[src/rtl/game_pkg.sv]
// Shared game constants and state encoding, reused by the invaders block and renderer.
package game_pkg;

  typedef enum logic [1:0] {
    ST_IDLE = 2'b00,
    ST_PLAY = 2'b01,
    ST_WON  = 2'b10,
    ST_LOST = 2'b11
  } game_state_t;

  localparam int GRID_COLS = 20;
  localparam int GRID_ROWS = 16;
  localparam int X_W       = 5;
  localparam int Y_W       = 4;

  localparam logic [Y_W-1:0] PARK_Y = '0;
  localparam logic [X_W-1:0] PARK_X = '0;
  localparam logic [X_W-1:0] MAX_X  = X_W'(GRID_COLS - 1);
  localparam logic [Y_W-1:0] MAX_Y  = Y_W'(GRID_ROWS - 1);

  // Player column can arrive out of range; keep the bullet on the grid.
  function automatic logic [X_W-1:0] clamp_col(input logic [X_W-1:0] x);
    return (x > MAX_X) ? MAX_X : x;
  endfunction

endpackage

[src/rtl/game_edge_detect.sv]
// Registered rising-edge detector: history flop plus combinational rise = level & ~history.
module game_edge_detect (
  input  logic clk,
  input  logic rst_n,
  input  logic level,
  output logic rise
);

  logic level_q;

  always_ff @(posedge clk or negedge rst_n) begin
    if (!rst_n) begin
      level_q <= 1'b0;
    end else begin
      level_q <= level;
    end
  end

  assign rise = level & ~level_q;

endmodule

[src/rtl/game_ctrl.sv]
// Space Invaders game sequencer and single player-bullet scheduler.
// Optional build macro: GAME_CTRL_AUTOFIRE_EN (launch on fire level instead of fire edge).
module game_ctrl
  import game_pkg::*;
#(
  parameter int BULLET_PERIOD = 100000,
  parameter int NUM_INVADERS  = 9,
  parameter int LOSE_ROW      = 14,
  parameter int LAUNCH_ROW    = 14
) (
  input  logic           i_clk_25MHz,
  input  logic           i_reset_n,
  input  logic           i_start,
  input  logic           i_fire,
  input  logic [X_W-1:0] i_player_x,
  input  logic           i_hit,
  input  logic [Y_W-1:0] i_invaders_row,
  output logic           o_invaders_reset,
  output logic [X_W-1:0] o_bullet_x,
  output logic [Y_W-1:0] o_bullet_y,
  output logic           o_bullet_active,
  output logic [7:0]     o_score,
  output logic [1:0]     o_state
);

  localparam int CNT_W = (BULLET_PERIOD > 2) ? $clog2(BULLET_PERIOD) : 1;
  localparam logic [CNT_W-1:0] CNT_LAST = CNT_W'(BULLET_PERIOD - 1);
  localparam logic [Y_W-1:0]   LAUNCH_Y = Y_W'(LAUNCH_ROW);
  localparam logic [Y_W-1:0]   LOSE_Y   = Y_W'(LOSE_ROW);
  localparam logic [3:0]       WIN_HITS = 4'(NUM_INVADERS);

  game_state_t     state, state_next;
  logic            inv_reset, inv_reset_next;
  logic [X_W-1:0]  bullet_x, bullet_x_next;
  logic [Y_W-1:0]  bullet_y, bullet_y_next;
  logic            bullet_active, bullet_active_next;
  logic [CNT_W-1:0] step_cnt, step_cnt_next;
  logic [7:0]      score, score_next;
  logic [3:0]      hit_cnt, hit_cnt_next;

  logic start_edge, fire_edge;
  logic hit_ok, win, lose, launch_req, new_game;

  game_edge_detect u_start_edge (
    .clk   (i_clk_25MHz),
    .rst_n (i_reset_n),
    .level (i_start),
    .rise  (start_edge)
  );

  game_edge_detect u_fire_edge (
    .clk   (i_clk_25MHz),
    .rst_n (i_reset_n),
    .level (i_fire),
    .rise  (fire_edge)
  );

`ifdef GAME_CTRL_AUTOFIRE_EN
  assign launch_req = i_fire | fire_edge;
`else
  assign launch_req = fire_edge;
`endif

  assign hit_ok   = i_hit & bullet_active & (state == ST_PLAY);
  assign win      = hit_ok & ((hit_cnt + 4'd1) == WIN_HITS);
  assign lose     = (i_invaders_row >= LOSE_Y);
  assign new_game = (state == ST_IDLE) & start_edge;

  always_comb begin
    state_next = state;
    case (state)
      ST_IDLE: if (start_edge) state_next = ST_PLAY;
      ST_PLAY: begin
        // A winning hit and a landing invader in the same cycle resolve as a win.
        if (win)       state_next = ST_WON;
        else if (lose) state_next = ST_LOST;
      end
      ST_WON:  if (start_edge) state_next = ST_IDLE;
      ST_LOST: if (start_edge) state_next = ST_IDLE;
      default: state_next = ST_IDLE;
    endcase
  end

  always_comb begin
    bullet_x_next      = PARK_X;
    bullet_y_next      = PARK_Y;
    bullet_active_next = 1'b0;
    step_cnt_next      = '0;
    if ((state == ST_PLAY) && (state_next == ST_PLAY)) begin
      if (bullet_active) begin
        if (hit_ok) begin
          bullet_active_next = 1'b0;
        end else if (step_cnt == CNT_LAST) begin
          // Stepping off row 1 leaves the bullet parked rather than at row 0 active.
          if (bullet_y != 4'd1) begin
            bullet_x_next      = bullet_x;
            bullet_y_next      = bullet_y - 4'd1;
            bullet_active_next = 1'b1;
          end
        end else begin
          bullet_x_next      = bullet_x;
          bullet_y_next      = bullet_y;
          bullet_active_next = 1'b1;
          step_cnt_next      = step_cnt + 1'b1;
        end
      end else if (launch_req) begin
        bullet_x_next      = clamp_col(i_player_x);
        bullet_y_next      = LAUNCH_Y;
        bullet_active_next = 1'b1;
      end
    end
  end

  always_comb begin
    score_next     = score;
    hit_cnt_next   = hit_cnt;
    inv_reset_next = (state_next == ST_IDLE);
    if (new_game) begin
      score_next   = 8'd0;
      hit_cnt_next = 4'd0;
    end else if (hit_ok) begin
      score_next   = (score == 8'hFF) ? score : score + 8'd1;
      hit_cnt_next = hit_cnt + 4'd1;
    end
  end

  always_ff @(posedge i_clk_25MHz or negedge i_reset_n) begin
    if (!i_reset_n) begin
      state         <= ST_IDLE;
      inv_reset     <= 1'b1;
      bullet_x      <= PARK_X;
      bullet_y      <= PARK_Y;
      bullet_active <= 1'b0;
      step_cnt      <= '0;
      score         <= 8'd0;
      hit_cnt       <= 4'd0;
    end else begin
      state         <= state_next;
      inv_reset     <= inv_reset_next;
      bullet_x      <= bullet_x_next;
      bullet_y      <= bullet_y_next;
      bullet_active <= bullet_active_next;
      step_cnt      <= step_cnt_next;
      score         <= score_next;
      hit_cnt       <= hit_cnt_next;
    end
  end

  assign o_invaders_reset = inv_reset;
  assign o_bullet_x       = bullet_x;
  assign o_bullet_y       = bullet_y;
  assign o_bullet_active  = bullet_active;
  assign o_score          = score;
  assign o_state          = state;

endmodule

[config.mk]
export PLATFORM = sky130hd
export DESIGN_NAME = game_ctrl
export DESIGN_NICKNAME = d
export VERILOG_FILES = /design/src/rtl/game_pkg.sv /design/src/rtl/game_edge_detect.sv /design/src/rtl/game_ctrl.sv
export SDC_FILE = /design/constraint.sdc
export NUM_CORES = 1
export LEC_CHECK = 0
export BUFFER_PORTS_ARGS = -buffer_cell sky130_fd_sc_hd__buf_2
export CORE_MARGIN = 2
export CORE_UTILIZATION = 50
export DETAILED_ROUTE_END_ITERATION = 16
export GPL_ROUTABILITY_DRIVEN = 0
export PLACE_DENSITY = 0.72
export SETUP_SLACK_MARGIN = 0.3
export SLEW_MARGIN = 30
export SYNTH_ARGS = -nofsm -noshare
export SYNTH_HDL_FRONTEND = slang
export SYNTH_SLANG_ARGS = --single-unit
[constraint.sdc]
create_clock -name i_clk_25MHz -period 3.25 [get_ports i_clk_25MHz]
set_clock_uncertainty 0.15 [all_clocks]
set_input_delay 0.4875 -clock i_clk_25MHz [delete_from_list [all_inputs] [get_ports i_clk_25MHz]]
set_output_delay 0.4875 -clock i_clk_25MHz [all_outputs]
set_load 0.05 [all_outputs]
# Word-level counts from Yosys, hierarchy flattened
# Index checks and enable logic that the tools add are counted.
[classes]
n_eq_ne = 11
n_lt_le_gt_ge = 2
reduce_logical = 7
bitwise_logic = 8
add_sub_neg = 4
muxes = 33
[ops]
columns = ["operator", "n"]
rows = [
  ["2-to-1 mux 17 bit", 4],
  ["2-to-1 mux 5 bit", 7],
  ["2-to-1 mux 4 bit", 8],
  ["2-to-1 mux 8 bit", 3],
  ["adder 17 x 1 -> 17 bit, second input constant", 1],
  ["equality test 17 bit, second input constant", 1],
  ["adder 8 x 1 -> 8 bit, second input constant", 1],
  ["equality test 8 bit, second input constant", 1],
  ["2-to-1 mux 2 bit", 4],
  ["AND 1 bit", 6],
  ["2-to-1 mux 1 bit", 6],
  ["case mux 2 bit (3 select lines)", 1],
  ["> comparator 5 bit, second input constant", 1],
  ["adder 4 x 1 -> 4 bit, second input constant", 1],
  ["equality test 2 x 1 -> 1 bit, second input constant", 2],
  ["equality test 2 bit, second input constant", 2],
  ["equality test 4 bit, second input constant", 1],
  [">= comparator 4 bit, second input constant", 1],
  ["zero test 2 bit", 2],
  ["!= test 4 x 1 -> 1 bit, second input constant", 1],
  ["!= test 4 x 3 -> 1 bit, second input constant", 1],
  ["!= test 4 bit, second input constant", 1],
  ["AND reduction 2 bit", 2],
  ["subtractor 4 x 1 -> 4 bit, second input constant", 1],
  ["other kinds (5)", 6],
]
[word_totals]
elab_cells = 75
regBits = 44
out_inout_bits = 21
in_bits = 14

# Depth between registers and ports, before layout
[depth]
word_depth = 9
mapped_depth = 7
depth_no_buf = 6

# By module
# Synthesis repeated with hierarchy kept, for this count alone.
[hier_totals]
hier_cells = 239
hier_area_um2 = 2352.3
[modules_own_cells]
columns = ["module", "seq_area_each_um2", "n_inst", "area_per_inst_um2", "cells_each"]
rows = [
  ["game_ctrl", 1052.3, 1, 2274.7, 235],
  ["game_edge_detect", 25.0, 2, 38.8, 2],
]

# Least setup slack after synthesis
# No wires, ideal clock.
[synth_timing]
path_kind = "register to register"
from = "register bullet_y[0], in the netlist o_bullet_y[0]"
to = "register bullet_y[2], in the netlist o_bullet_y[2]"
setup_ps = 126
t_arrival_ps = 1833
path_buffers = 1
path_stages_with_launch = 7
required_time_ps = 2974
slack_ps = 1141
period_less_slack_ps = 2109
path_cell_list = "dfrtp_1 -> ha_1 -> or3b_2 -> clkbuf_1 -> a41o_1 -> o21ai_0 -> a21oi_1"
[synth_via]
elab_chain_cells = 6
word_cells_on_any_way = 7
cone_classes = "1 x add/sub; 1 x eq/ne; 5 x mux"
[synth_lines]
columns = ["item", "line_no", "source"]
rows = [
  ["start: declaration", "game_ctrl.sv:35", "logic [Y_W-1:0] bullet_y, bullet_y_next;"],
  ["start signal: assignment", "game_ctrl.sv:141", "bullet_y <= bullet_y_next;"],
  ["subtractor 4 x 1 -> 4 bit / != test 4 x 1 -> 1 bit (equally long branches)", "game_ctrl.sv:97, game_ctrl.sv:95", ""],
  ["2-to-1 mux 4 bit *", "game_ctrl.sv:95", "if (bullet_y != 4'd1) begin"],
  ["2-to-1 mux 4 bit *", "game_ctrl.sv:93", "end else if (step_cnt == CNT_LAST) begin"],
  ["2-to-1 mux 4 bit *", "game_ctrl.sv:91", "if (hit_ok) begin"],
  ["2-to-1 mux 4 bit *", "game_ctrl.sv:90", "if (bullet_active) begin"],
  ["2-to-1 mux 4 bit *", "game_ctrl.sv:89", "if ((state == ST_PLAY) && (state_next == ST_PLAY)) begin"],
]
# Every way passes the cells marked *; elsewhere a longest branch is shown, timed or not. The select of a mux whose other input is x is not followed.
# A chain may end at the register's enable or synchronous reset.

# Final worst setup path
[layout_timing]
from = "register bullet_active, in the netlist o_bullet_active"
to = "register step_cnt[11]"
[layout_via]
elab_chain_cells = 8
word_cells_on_any_way = 10
cone_classes = "1 x eq/ne; 5 x mux; 3 x bitwise; 1 x reduce/logical"
[layout_lines]
columns = ["item", "line_no", "source"]
rows = [
  ["start: declaration", "game_ctrl.sv:36", "logic bullet_active, bullet_active_next;"],
  ["start signal: assignment", "game_ctrl.sv:142", "bullet_active <= bullet_active_next;"],
  ["AND 1 bit (2 in a row)", "game_ctrl.sv:64", "assign hit_ok = i_hit & bullet_active & (state == ST_PLAY);"],
  ["AND 1 bit", "game_ctrl.sv:65", "assign win = hit_ok & ((hit_cnt + 4'd1) == WIN_HITS);"],
  ["2-to-1 mux 2 bit", "game_ctrl.sv:75", "if (win) state_next = ST_WON;"],
  ["case mux 2 bit (3 select lines)", "game_ctrl.sv:71", "case (state)"],
  ["equality test 2 x 1 -> 1 bit", "game_ctrl.sv:89", ""],
  ["logical AND 1 bit", "game_ctrl.sv:89", ""],
  ["2-to-1 mux 17 bit *", "game_ctrl.sv:89", ""],
  ["net step_cnt_next[11]", "game_ctrl.sv:37", "logic [CNT_W-1:0] step_cnt, step_cnt_next;"],
  ["end signal: assignment", "game_ctrl.sv:143", "step_cnt <= step_cnt_next;"],
  ["end: declaration", "game_ctrl.sv:37", ""],
]
# The timed path passes the listed nets; every way through them passes the cells marked *.

==> results.sh <==
export IMPL_run_status="finished, final reports clean"
export IMPL_routed_top_layer="met4"
export IMPL_vias_per_cell=5.905
export IMPL_crit_path_start_kind="register"
export IMPL_report_final_slew_viol_count=0
export IMPL_grtUsageTotal=0.1938
export IMPL_power_density_nw_per_um2=576.4
export IMPL_critical_path_class="register to register"
export IMPL_finalCritPeriodShare=0.6681
export IMPL_critPathBufInv=0
export IMPL_drt_first_pass_iters=4
export IMPL_cap_violations=0
export IMPL_drc=0
export IMPL_antenna_found_initial=0
export IMPL_place_port_buffers=33
export IMPL_die_w_um=73.25
export IMPL_ir_drop_uv=475.4
export IMPL_cts_buffers=5
export IMPL_syn_area_per_cell_um2=10.03
export IMPL_finalCriticalPeriod_ns=2.171
export IMPL_yosysWarnings=0
export IMPL_netlist_area_um2=2397
export IMPL_drive_gt1_frac=0.2177
export IMPL_async_reset_ff_frac=1.000
export IMPL_clk_pin_slew_ns=0.09
export IMPL_r2r_start="o_bullet_active"
export IMPL_cp_slowest_cell="o211ai_4"
export IMPL_startpoint="o_bullet_active"
export IMPL_syn_to_final_growth_pct=12.63
export IMPL_tightest_slew_ns=0.7458
export IMPL_synth_net_count=259
export IMPL_layout_common_cells="43 x dfrtp_1, 32 x buf_2, 18 x nand3_1, 18 x nand2_1, 16 x nor3_1"
export IMPL_dr_wl_met2_um=2164
export IMPL_wirelength_um=4756
export IMPL_slew_headroom=0.5004
export IMPL_post_cts_buffers=0
export IMPL_ys_flop_type="dfrtp_1"
export IMPL_core_area_um2=4661
export IMPL_rsz0062_at_grt="no"
export IMPL_path_cells="and4b_1 -> nand3_2 -> o211ai_4 -> nor3_1"
export IMPL_wl_met3_um=185
export IMPL_ctsHoldBuffers=0
export IMPL_final_nets=290
export IMPL_cts_htree_levels=2
export IMPL_cts_tree="built"
export IMPL_p_leak_nw=1.178
export IMPL_drt_met1_wl_um=2363
export IMPL_clk_insertion_delay_late_ns=0.30
export IMPL_rows=25
export IMPL_grt_pass1_wl_um=7969
export IMPL_fin_util=0.5793
export IMPL_postRouteAntennaNets=0
export IMPL_dieArea_um2=5365
export IMPL_final_setup_viol_count=0
export IMPL_critPathRequiredTime_ns=3.25
export IMPL_root_buffer="clkbuf_8"
export IMPL_final_common_cell="dfrtp_1"
export IMPL_grt_pass1_vias=1746
export IMPL_critPathMaxStageDelay_ns=0.63
export IMPL_hpwl_um=3248
export IMPL_clock_fmax_mhz=460.5
export IMPL_routedWlPerCell_um=14.63
export IMPL_fillers=411
export IMPL_synth_cell_types=51
export IMPL_diodes=0
export IMPL_worstPathArrival_ns=2.18
export IMPL_hold_viol=0
export IMPL_cp_top_family="simple AND/OR/NAND/NOR gates"
export IMPL_path_max_fanout=26
export IMPL_grt_max_degree=45
export IMPL_ctsLongestPathBuffers=2
export IMPL_ys_ff_latch=44
export IMPL_end_kind="register"
export IMPL_overflow=0
export IMPL_ys_seq_area_frac=0.4598
export IMPL_syn_instance_count=239
export IMPL_top_level_ports=35
export IMPL_fin_setup_tns_ns=0
export IMPL_start_util=0.5144
export IMPL_cts_sinks=44
export IMPL_dr_total_vias=1919
export IMPL_die_h_um=73.25
export IMPL_cts_resized=0
export IMPL_synth_edff_count=0
export IMPL_first_iter_violations=102
export IMPL_min_path_type="input port to asynchronous set/reset pin"
## final timing paths
path	endpoint	slack (ns)	cells past startpoint
min in group i_clk_25MHz	u_start_edge.level_q	0.16	1
min reg2reg	step_cnt[0]	0.37	1
max in group asynchronous	o_invaders_reset	2.56	1
min	step_cnt[13]	0.01	1
max reg2reg	step_cnt[11]	1.08	4
max	step_cnt[11]	1.08	4
## routing by layer
metal	global-route usage	vias to the layer above
met1	0.2660	933
li1	-	943
met2	0.2963	39
met4	0.06996	0
met5	0	-
met3	0.04972	4
## logic make-up (layout without fill, tap and decap cells)
group,Yosys count,count (layout),share of synthesized area
muxes,2,2,0.009394
and+or+nand+nor,104,104,0.2568
DFF,44,44,0.4598
adders and majority gates,6,6,0.03131
buffers and inverters,16,48,0.03236
xor gates and xnor gates,18,18,0.06576
AOI/OAI and AO/OA,49,49,0.1446
## through the flow
step	setup WS, ns	power (mW)	cells	hold slack, ns	cell area, um^2
final	1.079	1.556	325	0.01383	2700
after global routing	0.8776	1.644	325	0.06903	2700
after CTS	1.077	1.571	325	0.03375	2700
after detailed placement	1.077	1.134	317	0.3621	2585
after global placement	1.082	1.125	317	0.3613	2582
after floorplan	1.141	1.031	239	0.04191	2397
## flip-flops by register name (all words and copies together) (netlist names)
signal / flops
step_cnt: 17
o_score: 8
o_bullet_x: 5
hit_cnt: 4
o_bullet_y: 4
o_state: 2
o_bullet_active: 1
o_invaders_reset: 1
u_fire_edge.level_q: 1
u_start_edge.level_q: 1
## cells in the mapped netlist (2+ instances only)
cell	number	area [um^2]
nand3_2	2	20.02
nand2_1	18	67.56
nor2_1	11	41.29
nand3_1	18	90.09
a211oi_2	2	25.02
a211oi_1	5	37.54
or3b_2	2	17.52
and4b_1	2	20.02
and2_1	2	12.51
xor2_1	11	96.34
nand2_2	2	12.51
clkbuf_1	2	7.510
a41o_1	2	20.02
a21oi_1	11	55.05
nor3_1	16	80.08
o21ai_0	14	70.07
buf_2	5	25.02
dfrtp_1	43	1076
o211ai_1	7	52.55
or3_1	5	31.28
nor4b_1	2	17.52
inv_1	6	22.52
and4_1	4	35.03
nand4_1	2	12.51
nor2b_1	4	25.02
xnor2_1	7	61.31
buf_4	3	22.52
and3_1	3	18.77
ha_1	6	75.07
## power by group
part	switching (mW)	internal, mW
clock network	0.202	0.232
logic	0.321	0.122
registers	0.0723	0.607
total	0.596	0.961
## final cells by class
class	instances	area, um^2	area share
multi-input cells	179	1217	0.4509
flip-flops and latches	44	1102	0.4082
clock buffers	5	68.82	0.02549
inverters	6	22.52	0.008341
well taps	54	67.56	0.02502
clock inverters	3	46.29	0.01715
repair buffers	34	175.2	0.06487
## worst register-to-register path, cell delays in order, from the launching register on
cell,delay [ns]
dfrtp_1,0.54
and4b_1,0.43
nand3_2,0.16
o211ai_4,0.63
nor3_1,0.12
(Power assumes the default switching activity.)
